`src/rtl/control_sequencer_if.sv`:
```
// Control/status bundle between the hardwired sequencer and the 32-bit
// bus datapath: instruction/handshake inputs plus every strobe it drives.
interface control_sequencer_if;
  // Inputs to the sequencer
  logic        run;
  logic [31:0] ir;
  logic        con_ff;
  logic        mem_ack;
  // Bus-source strobes
  logic pc_out, mdr_out, zlo_out, zhi_out, hi_out, lo_out, inport_out, c_out;
  // Register load strobes
  logic pc_in, ir_in, mar_in, mdr_in, y_in, z_in, hi_in, lo_in, con_in, outport_in;
  // ALU, memory and register-select controls
  logic       inc_pc;
  logic       read, write;
  logic       gra, grb, grc, r_in, r_out, ba_out;
  logic [4:0] alu_op;
  // Status
  logic       halted;
  logic       fault;

  // The sequencer side
  modport master (
    input  run, ir, con_ff, mem_ack,
    output pc_out, mdr_out, zlo_out, zhi_out, hi_out, lo_out, inport_out, c_out,
    output pc_in, ir_in, mar_in, mdr_in, y_in, z_in, hi_in, lo_in, con_in, outport_in,
    output inc_pc, read, write, gra, grb, grc, r_in, r_out, ba_out, alu_op,
    output halted, fault
  );

  // The datapath side
  modport slave (
    output run, ir, con_ff, mem_ack,
    input  pc_out, mdr_out, zlo_out, zhi_out, hi_out, lo_out, inport_out, c_out,
    input  pc_in, ir_in, mar_in, mdr_in, y_in, z_in, hi_in, lo_in, con_in, outport_in,
    input  inc_pc, read, write, gra, grb, grc, r_in, r_out, ba_out, alu_op,
    input  halted, fault
  );
endinterface

```
`src/rtl/control_sequencer.sv`:
```
// Hardwired fetch/decode/execute sequencer for the bus datapath.
// One T-state per clock; memory T-states stretch until mem_ack or time out.
module control_sequencer #(
  parameter int         WAIT_LIMIT = 16,
  parameter logic [4:0] OP_ADD     = 5'b00011
) (
  input logic              clk,
  input logic              clr,
  control_sequencer_if.master bus
);

  localparam int CW = $clog2(WAIT_LIMIT + 1);
  localparam logic [CW-1:0] WAIT_LAST = CW'(WAIT_LIMIT - 1);

  localparam logic [4:0] OPC_LD   = 5'b00000;
  localparam logic [4:0] OPC_LDI  = 5'b00001;
  localparam logic [4:0] OPC_ST   = 5'b00010;
  localparam logic [4:0] OPC_ADDI = 5'b01100;
  localparam logic [4:0] OPC_ANDI = 5'b01101;
  localparam logic [4:0] OPC_ORI  = 5'b01110;
  localparam logic [4:0] OPC_MUL  = 5'b01111;
  localparam logic [4:0] OPC_DIV  = 5'b10000;
  localparam logic [4:0] OPC_NEG  = 5'b10001;
  localparam logic [4:0] OPC_NOT  = 5'b10010;
  localparam logic [4:0] OPC_BR   = 5'b10011;
  localparam logic [4:0] OPC_IN   = 5'b10110;
  localparam logic [4:0] OPC_OUT  = 5'b10111;
  localparam logic [4:0] OPC_MFHI = 5'b11000;
  localparam logic [4:0] OPC_MFLO = 5'b11001;
  localparam logic [4:0] OPC_NOP  = 5'b11010;
  localparam logic [4:0] OPC_HALT = 5'b11011;

  typedef enum logic [3:0] {
    S_RESET, S_T0, S_T1, S_T2, S_T3, S_T4, S_T5, S_T6, S_T7, S_HALT
  } state_t;

  state_t        state_q, state_d;
  logic [4:0]    opcode_q;
  logic          fault_q, fault_d;
  logic [CW-1:0] wait_q, wait_d;

  logic          in_wait;
  state_t        ack_state;
  logic [4:0]    op;
  logic          is_r, is_imm, is_addr, is_md, is_nn, is_br;
  logic          unused_ir;

  // The IR register is loaded at the end of T2, so during T3 the opcode is
  // taken straight from ir; from T4 on the copy captured in T3 is used.
  assign op        = (state_q == S_T3) ? bus.ir[31:27] : opcode_q;
  assign unused_ir = ^bus.ir[26:0];

  assign is_r    = (op >= 5'b00011) && (op <= 5'b01011);
  assign is_imm  = (op == OPC_ADDI) || (op == OPC_ANDI) || (op == OPC_ORI);
  assign is_addr = (op == OPC_LD) || (op == OPC_LDI) || (op == OPC_ST);
  assign is_md   = (op == OPC_MUL) || (op == OPC_DIV);
  assign is_nn   = (op == OPC_NEG) || (op == OPC_NOT);
  assign is_br   = (op == OPC_BR);

  // State, sticky fault, wait counter and opcode capture
  always_ff @(posedge clk) begin
    if (clr) begin
      state_q  <= S_RESET;
      fault_q  <= 1'b0;
      wait_q   <= '0;
      opcode_q <= '0;
    end else begin
      state_q <= state_d;
      fault_q <= fault_d;
      wait_q  <= wait_d;
      if (state_q == S_T3) opcode_q <= bus.ir[31:27];
    end
  end

  // Next state and Moore strobes for the current T-state
  always_comb begin
    state_d        = state_q;
    fault_d        = fault_q;
    wait_d         = '0;
    in_wait        = 1'b0;
    ack_state      = S_T0;
    bus.pc_out     = 1'b0;
    bus.mdr_out    = 1'b0;
    bus.zlo_out    = 1'b0;
    bus.zhi_out    = 1'b0;
    bus.hi_out     = 1'b0;
    bus.lo_out     = 1'b0;
    bus.inport_out = 1'b0;
    bus.c_out      = 1'b0;
    bus.pc_in      = 1'b0;
    bus.ir_in      = 1'b0;
    bus.mar_in     = 1'b0;
    bus.mdr_in     = 1'b0;
    bus.y_in       = 1'b0;
    bus.z_in       = 1'b0;
    bus.hi_in      = 1'b0;
    bus.lo_in      = 1'b0;
    bus.con_in     = 1'b0;
    bus.outport_in = 1'b0;
    bus.inc_pc     = 1'b0;
    bus.read       = 1'b0;
    bus.write      = 1'b0;
    bus.gra        = 1'b0;
    bus.grb        = 1'b0;
    bus.grc        = 1'b0;
    bus.r_in       = 1'b0;
    bus.r_out      = 1'b0;
    bus.ba_out     = 1'b0;
    bus.alu_op     = 5'b00000;
    bus.halted     = 1'b0;
    bus.fault      = fault_q;

    case (state_q)
      S_RESET: state_d = S_T0;

      S_T0: begin
        if (bus.run) begin
          bus.pc_out = 1'b1; bus.mar_in = 1'b1; bus.inc_pc = 1'b1; bus.z_in = 1'b1;
          state_d = S_T1;
        end
      end

      S_T1: begin
        bus.zlo_out = 1'b1; bus.pc_in = 1'b1; bus.read = 1'b1; bus.mdr_in = 1'b1;
        in_wait = 1'b1; ack_state = S_T2;
      end

      S_T2: begin
        bus.mdr_out = 1'b1; bus.ir_in = 1'b1;
        state_d = S_T3;
      end

      S_T3: begin
        state_d = S_T4;
        if (is_r || is_imm) begin
          bus.grb = 1'b1; bus.r_out = 1'b1; bus.y_in = 1'b1;
        end else if (is_addr) begin
          bus.grb = 1'b1; bus.ba_out = 1'b1; bus.y_in = 1'b1;
        end else if (is_md) begin
          bus.gra = 1'b1; bus.r_out = 1'b1; bus.y_in = 1'b1;
        end else if (is_nn) begin
          bus.grb = 1'b1; bus.r_out = 1'b1; bus.z_in = 1'b1; bus.alu_op = op;
        end else if (is_br) begin
          bus.gra = 1'b1; bus.r_out = 1'b1; bus.con_in = 1'b1;
        end else begin
          state_d = S_T0;
          case (op)
            OPC_IN:   begin bus.inport_out = 1'b1; bus.gra = 1'b1; bus.r_in = 1'b1; end
            OPC_OUT:  begin bus.gra = 1'b1; bus.r_out = 1'b1; bus.outport_in = 1'b1; end
            OPC_MFHI: begin bus.hi_out = 1'b1; bus.gra = 1'b1; bus.r_in = 1'b1; end
            OPC_MFLO: begin bus.lo_out = 1'b1; bus.gra = 1'b1; bus.r_in = 1'b1; end
            OPC_NOP:  state_d = S_T0;
            OPC_HALT: state_d = S_HALT;
            default: begin
              state_d = S_HALT;
              fault_d = 1'b1;
            end
          endcase
        end
      end

      S_T4: begin
        state_d = S_T5;
        if (is_r) begin
          bus.grc = 1'b1; bus.r_out = 1'b1; bus.z_in = 1'b1; bus.alu_op = op;
        end else if (is_imm) begin
          bus.c_out = 1'b1; bus.z_in = 1'b1;
          bus.alu_op = (op == OPC_ADDI) ? 5'b00011 : (op == OPC_ANDI) ? 5'b01010 : 5'b01011;
        end else if (is_addr) begin
          bus.c_out = 1'b1; bus.z_in = 1'b1; bus.alu_op = OP_ADD;
        end else if (is_md) begin
          bus.grb = 1'b1; bus.r_out = 1'b1; bus.z_in = 1'b1; bus.alu_op = op;
        end else if (is_nn) begin
          bus.zlo_out = 1'b1; bus.gra = 1'b1; bus.r_in = 1'b1;
          state_d = S_T0;
        end else begin
          bus.pc_out = 1'b1; bus.y_in = 1'b1;
        end
      end

      S_T5: begin
        if (op == OPC_LD || op == OPC_ST) begin
          bus.zlo_out = 1'b1; bus.mar_in = 1'b1;
          state_d = S_T6;
        end else if (is_md) begin
          bus.zlo_out = 1'b1; bus.lo_in = 1'b1;
          state_d = S_T6;
        end else if (is_br) begin
          bus.c_out = 1'b1; bus.z_in = 1'b1; bus.alu_op = OP_ADD;
          state_d = S_T6;
        end else begin
          bus.zlo_out = 1'b1; bus.gra = 1'b1; bus.r_in = 1'b1;
          state_d = S_T0;
        end
      end

      S_T6: begin
        if (op == OPC_LD) begin
          bus.read = 1'b1; bus.mdr_in = 1'b1;
          in_wait = 1'b1; ack_state = S_T7;
        end else if (op == OPC_ST) begin
          bus.gra = 1'b1; bus.r_out = 1'b1; bus.mdr_in = 1'b1;
          state_d = S_T7;
        end else if (is_md) begin
          bus.zhi_out = 1'b1; bus.hi_in = 1'b1;
          state_d = S_T0;
        end else begin
          // Branch commit: the target is written to PC only when taken.
          bus.zlo_out = 1'b1; bus.pc_in = bus.con_ff;
          state_d = S_T0;
        end
      end

      S_T7: begin
        if (op == OPC_ST) begin
          bus.write = 1'b1;
          in_wait = 1'b1; ack_state = S_T0;
        end else begin
          bus.mdr_out = 1'b1; bus.gra = 1'b1; bus.r_in = 1'b1;
          state_d = S_T0;
        end
      end

      S_HALT: bus.halted = 1'b1;

      default: state_d = S_T0;
    endcase

    // Memory handshake: an ack on the last permitted cycle still succeeds.
    if (in_wait) begin
      if (bus.mem_ack) begin
        state_d = ack_state;
      end else if (wait_q == WAIT_LAST) begin
        state_d = S_HALT;
        fault_d = 1'b1;
      end else begin
        state_d = state_q;
        wait_d  = wait_q + CW'(1);
      end
    end
  end

endmodule

```
`src/flat_wrapper.sv`:
```
// flat-port wrapper written by rule: the top's interface ports become plain ports
module control_sequencer_flat 
#(
  parameter int         WAIT_LIMIT = 16,
  parameter logic [4:0] OP_ADD     = 5'b00011
)
  (clk, clr, bus_run, bus_ir, bus_con_ff, bus_mem_ack, bus_pc_out, bus_mdr_out, bus_zlo_out, bus_zhi_out, bus_hi_out, bus_lo_out, bus_inport_out, bus_c_out, bus_pc_in, bus_ir_in, bus_mar_in, bus_mdr_in, bus_y_in, bus_z_in, bus_hi_in, bus_lo_in, bus_con_in, bus_outport_in, bus_inc_pc, bus_read, bus_write, bus_gra, bus_grb, bus_grc, bus_r_in, bus_r_out, bus_ba_out, bus_alu_op, bus_halted, bus_fault);
  control_sequencer_if bus_i ();
  input logic clk;
  input logic clr;
  input wire logic [$bits(bus_i.run)-1:0] bus_run;
  input wire logic [$bits(bus_i.ir)-1:0] bus_ir;
  input wire logic [$bits(bus_i.con_ff)-1:0] bus_con_ff;
  input wire logic [$bits(bus_i.mem_ack)-1:0] bus_mem_ack;
  output wire logic [$bits(bus_i.pc_out)-1:0] bus_pc_out;
  output wire logic [$bits(bus_i.mdr_out)-1:0] bus_mdr_out;
  output wire logic [$bits(bus_i.zlo_out)-1:0] bus_zlo_out;
  output wire logic [$bits(bus_i.zhi_out)-1:0] bus_zhi_out;
  output wire logic [$bits(bus_i.hi_out)-1:0] bus_hi_out;
  output wire logic [$bits(bus_i.lo_out)-1:0] bus_lo_out;
  output wire logic [$bits(bus_i.inport_out)-1:0] bus_inport_out;
  output wire logic [$bits(bus_i.c_out)-1:0] bus_c_out;
  output wire logic [$bits(bus_i.pc_in)-1:0] bus_pc_in;
  output wire logic [$bits(bus_i.ir_in)-1:0] bus_ir_in;
  output wire logic [$bits(bus_i.mar_in)-1:0] bus_mar_in;
  output wire logic [$bits(bus_i.mdr_in)-1:0] bus_mdr_in;
  output wire logic [$bits(bus_i.y_in)-1:0] bus_y_in;
  output wire logic [$bits(bus_i.z_in)-1:0] bus_z_in;
  output wire logic [$bits(bus_i.hi_in)-1:0] bus_hi_in;
  output wire logic [$bits(bus_i.lo_in)-1:0] bus_lo_in;
  output wire logic [$bits(bus_i.con_in)-1:0] bus_con_in;
  output wire logic [$bits(bus_i.outport_in)-1:0] bus_outport_in;
  output wire logic [$bits(bus_i.inc_pc)-1:0] bus_inc_pc;
  output wire logic [$bits(bus_i.read)-1:0] bus_read;
  output wire logic [$bits(bus_i.write)-1:0] bus_write;
  output wire logic [$bits(bus_i.gra)-1:0] bus_gra;
  output wire logic [$bits(bus_i.grb)-1:0] bus_grb;
  output wire logic [$bits(bus_i.grc)-1:0] bus_grc;
  output wire logic [$bits(bus_i.r_in)-1:0] bus_r_in;
  output wire logic [$bits(bus_i.r_out)-1:0] bus_r_out;
  output wire logic [$bits(bus_i.ba_out)-1:0] bus_ba_out;
  output wire logic [$bits(bus_i.alu_op)-1:0] bus_alu_op;
  output wire logic [$bits(bus_i.halted)-1:0] bus_halted;
  output wire logic [$bits(bus_i.fault)-1:0] bus_fault;
  assign bus_i.run = bus_run;
  assign bus_i.ir = bus_ir;
  assign bus_i.con_ff = bus_con_ff;
  assign bus_i.mem_ack = bus_mem_ack;
  assign bus_pc_out = bus_i.pc_out;
  assign bus_mdr_out = bus_i.mdr_out;
  assign bus_zlo_out = bus_i.zlo_out;
  assign bus_zhi_out = bus_i.zhi_out;
  assign bus_hi_out = bus_i.hi_out;
  assign bus_lo_out = bus_i.lo_out;
  assign bus_inport_out = bus_i.inport_out;
  assign bus_c_out = bus_i.c_out;
  assign bus_pc_in = bus_i.pc_in;
  assign bus_ir_in = bus_i.ir_in;
  assign bus_mar_in = bus_i.mar_in;
  assign bus_mdr_in = bus_i.mdr_in;
  assign bus_y_in = bus_i.y_in;
  assign bus_z_in = bus_i.z_in;
  assign bus_hi_in = bus_i.hi_in;
  assign bus_lo_in = bus_i.lo_in;
  assign bus_con_in = bus_i.con_in;
  assign bus_outport_in = bus_i.outport_in;
  assign bus_inc_pc = bus_i.inc_pc;
  assign bus_read = bus_i.read;
  assign bus_write = bus_i.write;
  assign bus_gra = bus_i.gra;
  assign bus_grb = bus_i.grb;
  assign bus_grc = bus_i.grc;
  assign bus_r_in = bus_i.r_in;
  assign bus_r_out = bus_i.r_out;
  assign bus_ba_out = bus_i.ba_out;
  assign bus_alu_op = bus_i.alu_op;
  assign bus_halted = bus_i.halted;
  assign bus_fault = bus_i.fault;
  control_sequencer #(.WAIT_LIMIT(WAIT_LIMIT), .OP_ADD(OP_ADD)) u_core (.clk(clk), .clr(clr), .bus(bus_i));
endmodule
```
`config.mk`:
```
export PLATFORM = sky130hd
export DESIGN_NAME = control_sequencer_flat
export DESIGN_NICKNAME = d
export VERILOG_FILES = /design/src/rtl/control_sequencer_if.sv /design/src/rtl/control_sequencer.sv /design/src/flat_wrapper.sv
export SDC_FILE = /design/constraint.sdc
export NUM_CORES = 1
export LEC_CHECK = 0
export CAP_MARGIN = 20
export CORE_MARGIN = 2
export CORE_UTILIZATION = 35
export CTS_CLUSTER_SIZE = 24
export DETAILED_ROUTE_END_ITERATION = 6
export PLACE_DENSITY_LB_ADDON = 0.25
export SLEW_MARGIN = 20
export SYNTH_ARGS = -nofsm -noshare
export SYNTH_HDL_FRONTEND = slang
export SYNTH_SLANG_ARGS = --single-unit
```
`constraint.sdc`:
```
create_clock -name clk -period 3.46 [get_ports clk]
set_input_delay 0.692 -clock clk [delete_from_list [all_inputs] [get_ports clk]]
set_output_delay 0.692 -clock clk [all_outputs]
set_load 0.03 [all_outputs]
```
* Word level (Yosys, flattened, before mapping)
Cells that the tools add are included. Widths: inputs -> output; s select.
Cells by class: $add $sub $neg 1, $lt $le $gt $ge 2, equal/unequal tests 31, mux-type cells 173, bitwise operators 1, reduce and logical (&&, ||, !) cells 17
Operator list (count):
- $mux 1 | 120
- $mux 4 | 20
- $mux 5 | 12
- $eq 5x5->1 const B | 10
- $pmux 4 s8 | 1
- $eq 5x4->1 const B | 5
- $pmux 1 s2 | 9
- $eq 4x3->1 const B | 4
- $pmux 5 s3 | 1
- $pmux 1 s4 | 3
- $ne 3x2->1 const B | 3
- $eq 4x2->1 const B | 2
- $eq 4x4->1 const B | 2
- $logic_or 1x1->1 | 8
- $pmux 4 s2 | 1
- $reduce_or 4->1 | 2
- $mux 3 | 2
- $pmux 1 s3 | 2
- $reduce_or 6->1 | 1
- $add 5x1->5 const B | 1
- $eq 5x1->1 const B | 1
- $eq 5x2->1 const B | 1
- $ge 5x2->1 const B | 1
- $le 5x4->1 const B | 1
- other kinds (12) | 12
Word-level totals: flip-flop bits (word level) 15, input bits 37, output and inout port bits 34, logic and storage cells 229

* Longest topological paths before layout
Gate-level depths: netlist of run 1.
depth in word-level cells 14, gate-level depth with buffers 8, gate-level depth less buffers 8

* Worst setup path after synthesis of run 1
Ideal clock, no wire load.
kind in2out, start input bus_ir[31], end output bus_pc_in, arrival 2.634 ns, required time 2.768 ns, slack 0.134 ns, stages 7, buffers on the path 1, cells stage by stage clkbuf_1 -> inv_1 -> mux2i_1 -> nor3_1 -> o31ai_1 -> nand2_1 -> o21ai_0
On the way: cells in the longest elaborated chain, start to end 7, elaborated cells between the ends (all ways) 10, those cells by class eq/ne (3); mux (5); reduce/logical (2)
Ends and longest elaborated chain:
- from (decl) | line flat_wrapper.sv:12 | input wire logic [$bits(bus_i.ir)-1:0] bus_ir;
- $mux 5 (*) | line control_sequencer.sv:50 | assign op = (state_q == S_T3) ? bus.ir[31:27] : opcode_q;
- $eq 5x4->1 / $eq 5x5->1 (equally long branches) | line control_sequencer.sv:56 | assign is_md = (op == OPC_MUL) || (op == OPC_DIV);
- $logic_or 1x1->1 | line control_sequencer.sv:56
- $mux 1 | line control_sequencer.sv:204 | end else if (is_md) begin
- $mux 1 | line control_sequencer.sv:201 | end else if (op == OPC_ST) begin
- $mux 1 (*) | line control_sequencer.sv:198 | if (op == OPC_LD) begin
- $pmux 1 s2 (*) | line control_sequencer.sv:113 | case (state_q)
- to (decl) | line flat_wrapper.sv:23 | output wire logic [$bits(bus_i.pc_in)-1:0] bus_pc_in;
Every way passes the cells marked *; elsewhere a longest branch is shown, timed or not.

* Worst setup path after layout of run 1
start input bus_ir[27], end output bus_gra
On the way: cells in the longest elaborated chain, start to end 10, elaborated cells between the ends (all ways) 46, those cells by class order compare (2); eq/ne (14); mux (19); reduce/logical (11)
Ends and longest elaborated chain:
- $mux 5 (*) | line control_sequencer.sv:50
- $eq 5x5->1 | line control_sequencer.sv:147 | case (op)
- $reduce_or 4->1 (no line)
- $mux 1 | line control_sequencer.sv:147
- $mux 1 | line control_sequencer.sv:143 | end else if (is_br) begin
- $mux 1 | line control_sequencer.sv:141 | end else if (is_nn) begin
- $mux 1 | line control_sequencer.sv:139 | end else if (is_md) begin
- $mux 1 | line control_sequencer.sv:137 | end else if (is_addr) begin
- $mux 1 | line control_sequencer.sv:135 | if (is_r || is_imm) begin
- $pmux 1 s5 (*) | line control_sequencer.sv:113
- to (decl) | line flat_wrapper.sv:36 | output wire logic [$bits(bus_i.gra)-1:0] bus_gra;
Marks and branches as above.

==> flow_summary.toml, run 1 <==
[power]
irDropWorstVdd_uv = 233
p_per_area_nw_per_um2 = 473
power.total_mw = 1.11
p_leak_nw = 0.971

[synthesis]
ys_seq_area_frac = 0.174
syn_nets = 283
synth_seq_cells = 15
postSynthAreaPerCell_sq_um = 7.07
yosys_warnings = 0
yosysTopAreaCell = "dfxtp_1"
netlist_top_cells_area = "dfxtp_1, nor2_1, a21oi_1"
async_reset_ff_frac = 0
synth_ff_type = "dfxtp_1"
syn-cell-area_sq_um = 1720
yosysMostFrequentCell = "nor2_1"
yosysTopAreaCellShare = 0.174
syn_inst = 244
ys_top_cells_by_count = "nor2_1, a21oi_1, nand2_1"
synthDistinctLibCells = 57
synth-edff-count = 0

[setup_path]
required_ns = 2.77
r2r_slack_ns = 1.12
start_kind = "primary input"
slowest_delay_ns = 0.46
crit_chain = "clkdlybuf4s50_1, nand2b_1, or3b_1, nand3_1, nand2_1, a31oi_2, buf_4, nand3_1, buf_4"
worstReg2RegStart = "u_core.state_q[3]"
critPathSlowestCell = "clkdlybuf4s50_1"
reg2reg_depth = 8
endpoint_kind = "output port"
path_buf_inv = 3
critical_path_class = "primary input to output port"
cp_max_fo = 3
critPathArrivalTime_ns = 2.64
r2r_end = "u_core.state_q[0]"
crit_family = "simple AND/OR/NAND/NOR gates"

[global_route]
grt_max_degree = 20
track_usage = 0.204
antenna_found_initial = 0
grt_remaining_overflow = 0
grt_pass1_vias = 1847
grt_pass1_wl_um = 8920

[detailed_routing]
drc = 0
antenna_left = 0
wl_per_cell_um = 15.4
drt_iter0_markers = 252
drt-total-wl_um = 5520
dr.pass1.iters = 5
vias = 2055
vias_per_cell = 5.74

[clock_tree]
clock_latency_ns = 0.25
cts-root-buf = "clkbuf_8"
clock-sinks = 15
htree_levels = 1
cts_buffers = 3
cts_tree = "done"
clk_pin_slew_ns = 0.06
hold_buffers = 0
ctsLongestPathBuffers = 2

[floorplan]
die_area_sq_um = 5500
rows = 25
die_w_um = 74.2
io_pins = 71
initial_utilization = 0.365
die_height_um = 74.2
coreArea_sq_um = 4720

[run]
cap_violations = 0

[worst_hold_path]
hold_start = "u_core.wait_q[0]"
min_to = "u_core.wait_q[0]"
whs_path_depth = 1
hold_class = "flip-flop to flip-flop"

[layout]
nFillCells = 480
n_antenna_cell = 0
multi_input_area_sq_um = 1310
regArea_sq_um = 300
areaGrowthSynthToFinish_pct = 35.8
final_area_sq_um = 2340
nNetsFinal = 331
drive_gt1_frac = 0.220

[sta]
fmax_ghz = 0.300
drv_slew = 0
fin_ws_ns = 0.130
setup_viol = 0
clock_skew_ns = 0.00182
rsz0062_at_grt = "no"
fin_setup_tns_ns = 0
min_period_ns = 3.33
period_share = 0.962
hold_viol_final = 0
slew_headroom = 0.583
holdWs_ns = 0.449
tightest_slew_ns = 0.620

[run_status]
status = "complete, no violations"

[place]
place.port_buffers = 43
routabilityCongestion = 0.936
dp_hpwl_um = 4140
dpl-instance-area_sq_um = 2260
dp_slack_ns = 0.0341
[layout by cell type, fill, tap and decap left out, types with 4 or more instances in the layout]
master,instances
mux2i_1,8
nor3_1,6
and3_1,5
o31ai_1,4
o21ai_0,13
a211oi_1,4
nand2b_1,7
or4_1,5
nand3_1,9
dfxtp_1,15
buf_4,40
nand2_1,17
nor2_1,31
inv_1,9
clkdlybuf4s50_1,22
a21oi_1,19
nor4_1,5
[worst max path at each step]
stage / end / depth (start not counted) / start
finish: bus_gra / 9 / bus_ir[27]
global route: bus_y_in / 9 / bus_ir[28]
CTS: bus_gra / 9 / bus_ir[31]
detailed placement: bus_gra / 9 / bus_ir[31]
global placement: bus_gra / 9 / bus_ir[31]
floorplan: bus_pc_in / 7 / bus_ir[31]
[routing by layer]
layer  global-route usage  vias to the layer above  share of wire
met2                0.301                       99           0.43
met4               0.0566                        0          0.016
met1                0.317                      946           0.47
li1                     -                     1001              -
met3               0.0149                        9          0.075
met5                    0                        -              0
[cell type report]
type / count / share of cell area
Multi-Input combinational cell: 198 / 0.558
Inverter: 9 / 0.0144
Clock buffer: 4 / 0.0192
Sequential cell: 15 / 0.128
Tap cell: 67 / 0.0358
Timing Repair Buffer: 65 / 0.245
[through the flow]
stage	utilization	cells
final	0.496	358
after global routing	0.496	358
after CTS	0.488	356
after floorplan	-	244
after detailed placement	0.479	352
after global placement	0.479	352
[registers in the layout (all words and copies together), names as in the netlist]
register / count
u_core.opcode_q: 5
u_core.state_q: 4
u_core.wait_q: 5
u_core.bus.fault: 1
[where the power goes]
part | leakage (nW) | switching (mW) | internal (mW) | total (mW)
registers | 0.122 | 0.0451 | 0.197 | 0.242
logic | 0.826 | 0.420 | 0.305 | 0.726
clock network | 0.0228 | 0.0586 | 0.0815 | 0.140
[timing repair]
action,CTS,global route
endpoints found under the setup margin,0,7
setup buffers,0,1
gates resized for setup,0,4
[logic make-up after synthesis]
kind of cell / Yosys count / share of synthesized area
and+or+nand+nor: 111 / 0.360
AOI/OAI and AO/OA: 68 / 0.266
buffers and inverters: 32 / 0.0863
DFF: 15 / 0.174
muxes: 12 / 0.0791
xor gates and xnor gates: 4 / 0.0203
adders and majority gates: 2 / 0.0145
Power figures use the tool's default switching activity.
==> run 2, diff against run 1 <==
--- a/config.mk
+++ b/config.mk
@@ -10,6 +10,7 @@
 export CORE_UTILIZATION = 35
 export CTS_CLUSTER_SIZE = 24
 export DETAILED_ROUTE_END_ITERATION = 6
+export HOLD_SLACK_MARGIN = 0.06
 export PLACE_DENSITY_LB_ADDON = 0.25
 export SLEW_MARGIN = 20
 export SYNTH_ARGS = -nofsm -noshare
==> results of run 2 <==
Same layout as run 1: the final DEF is identical, and so are final timing and power.
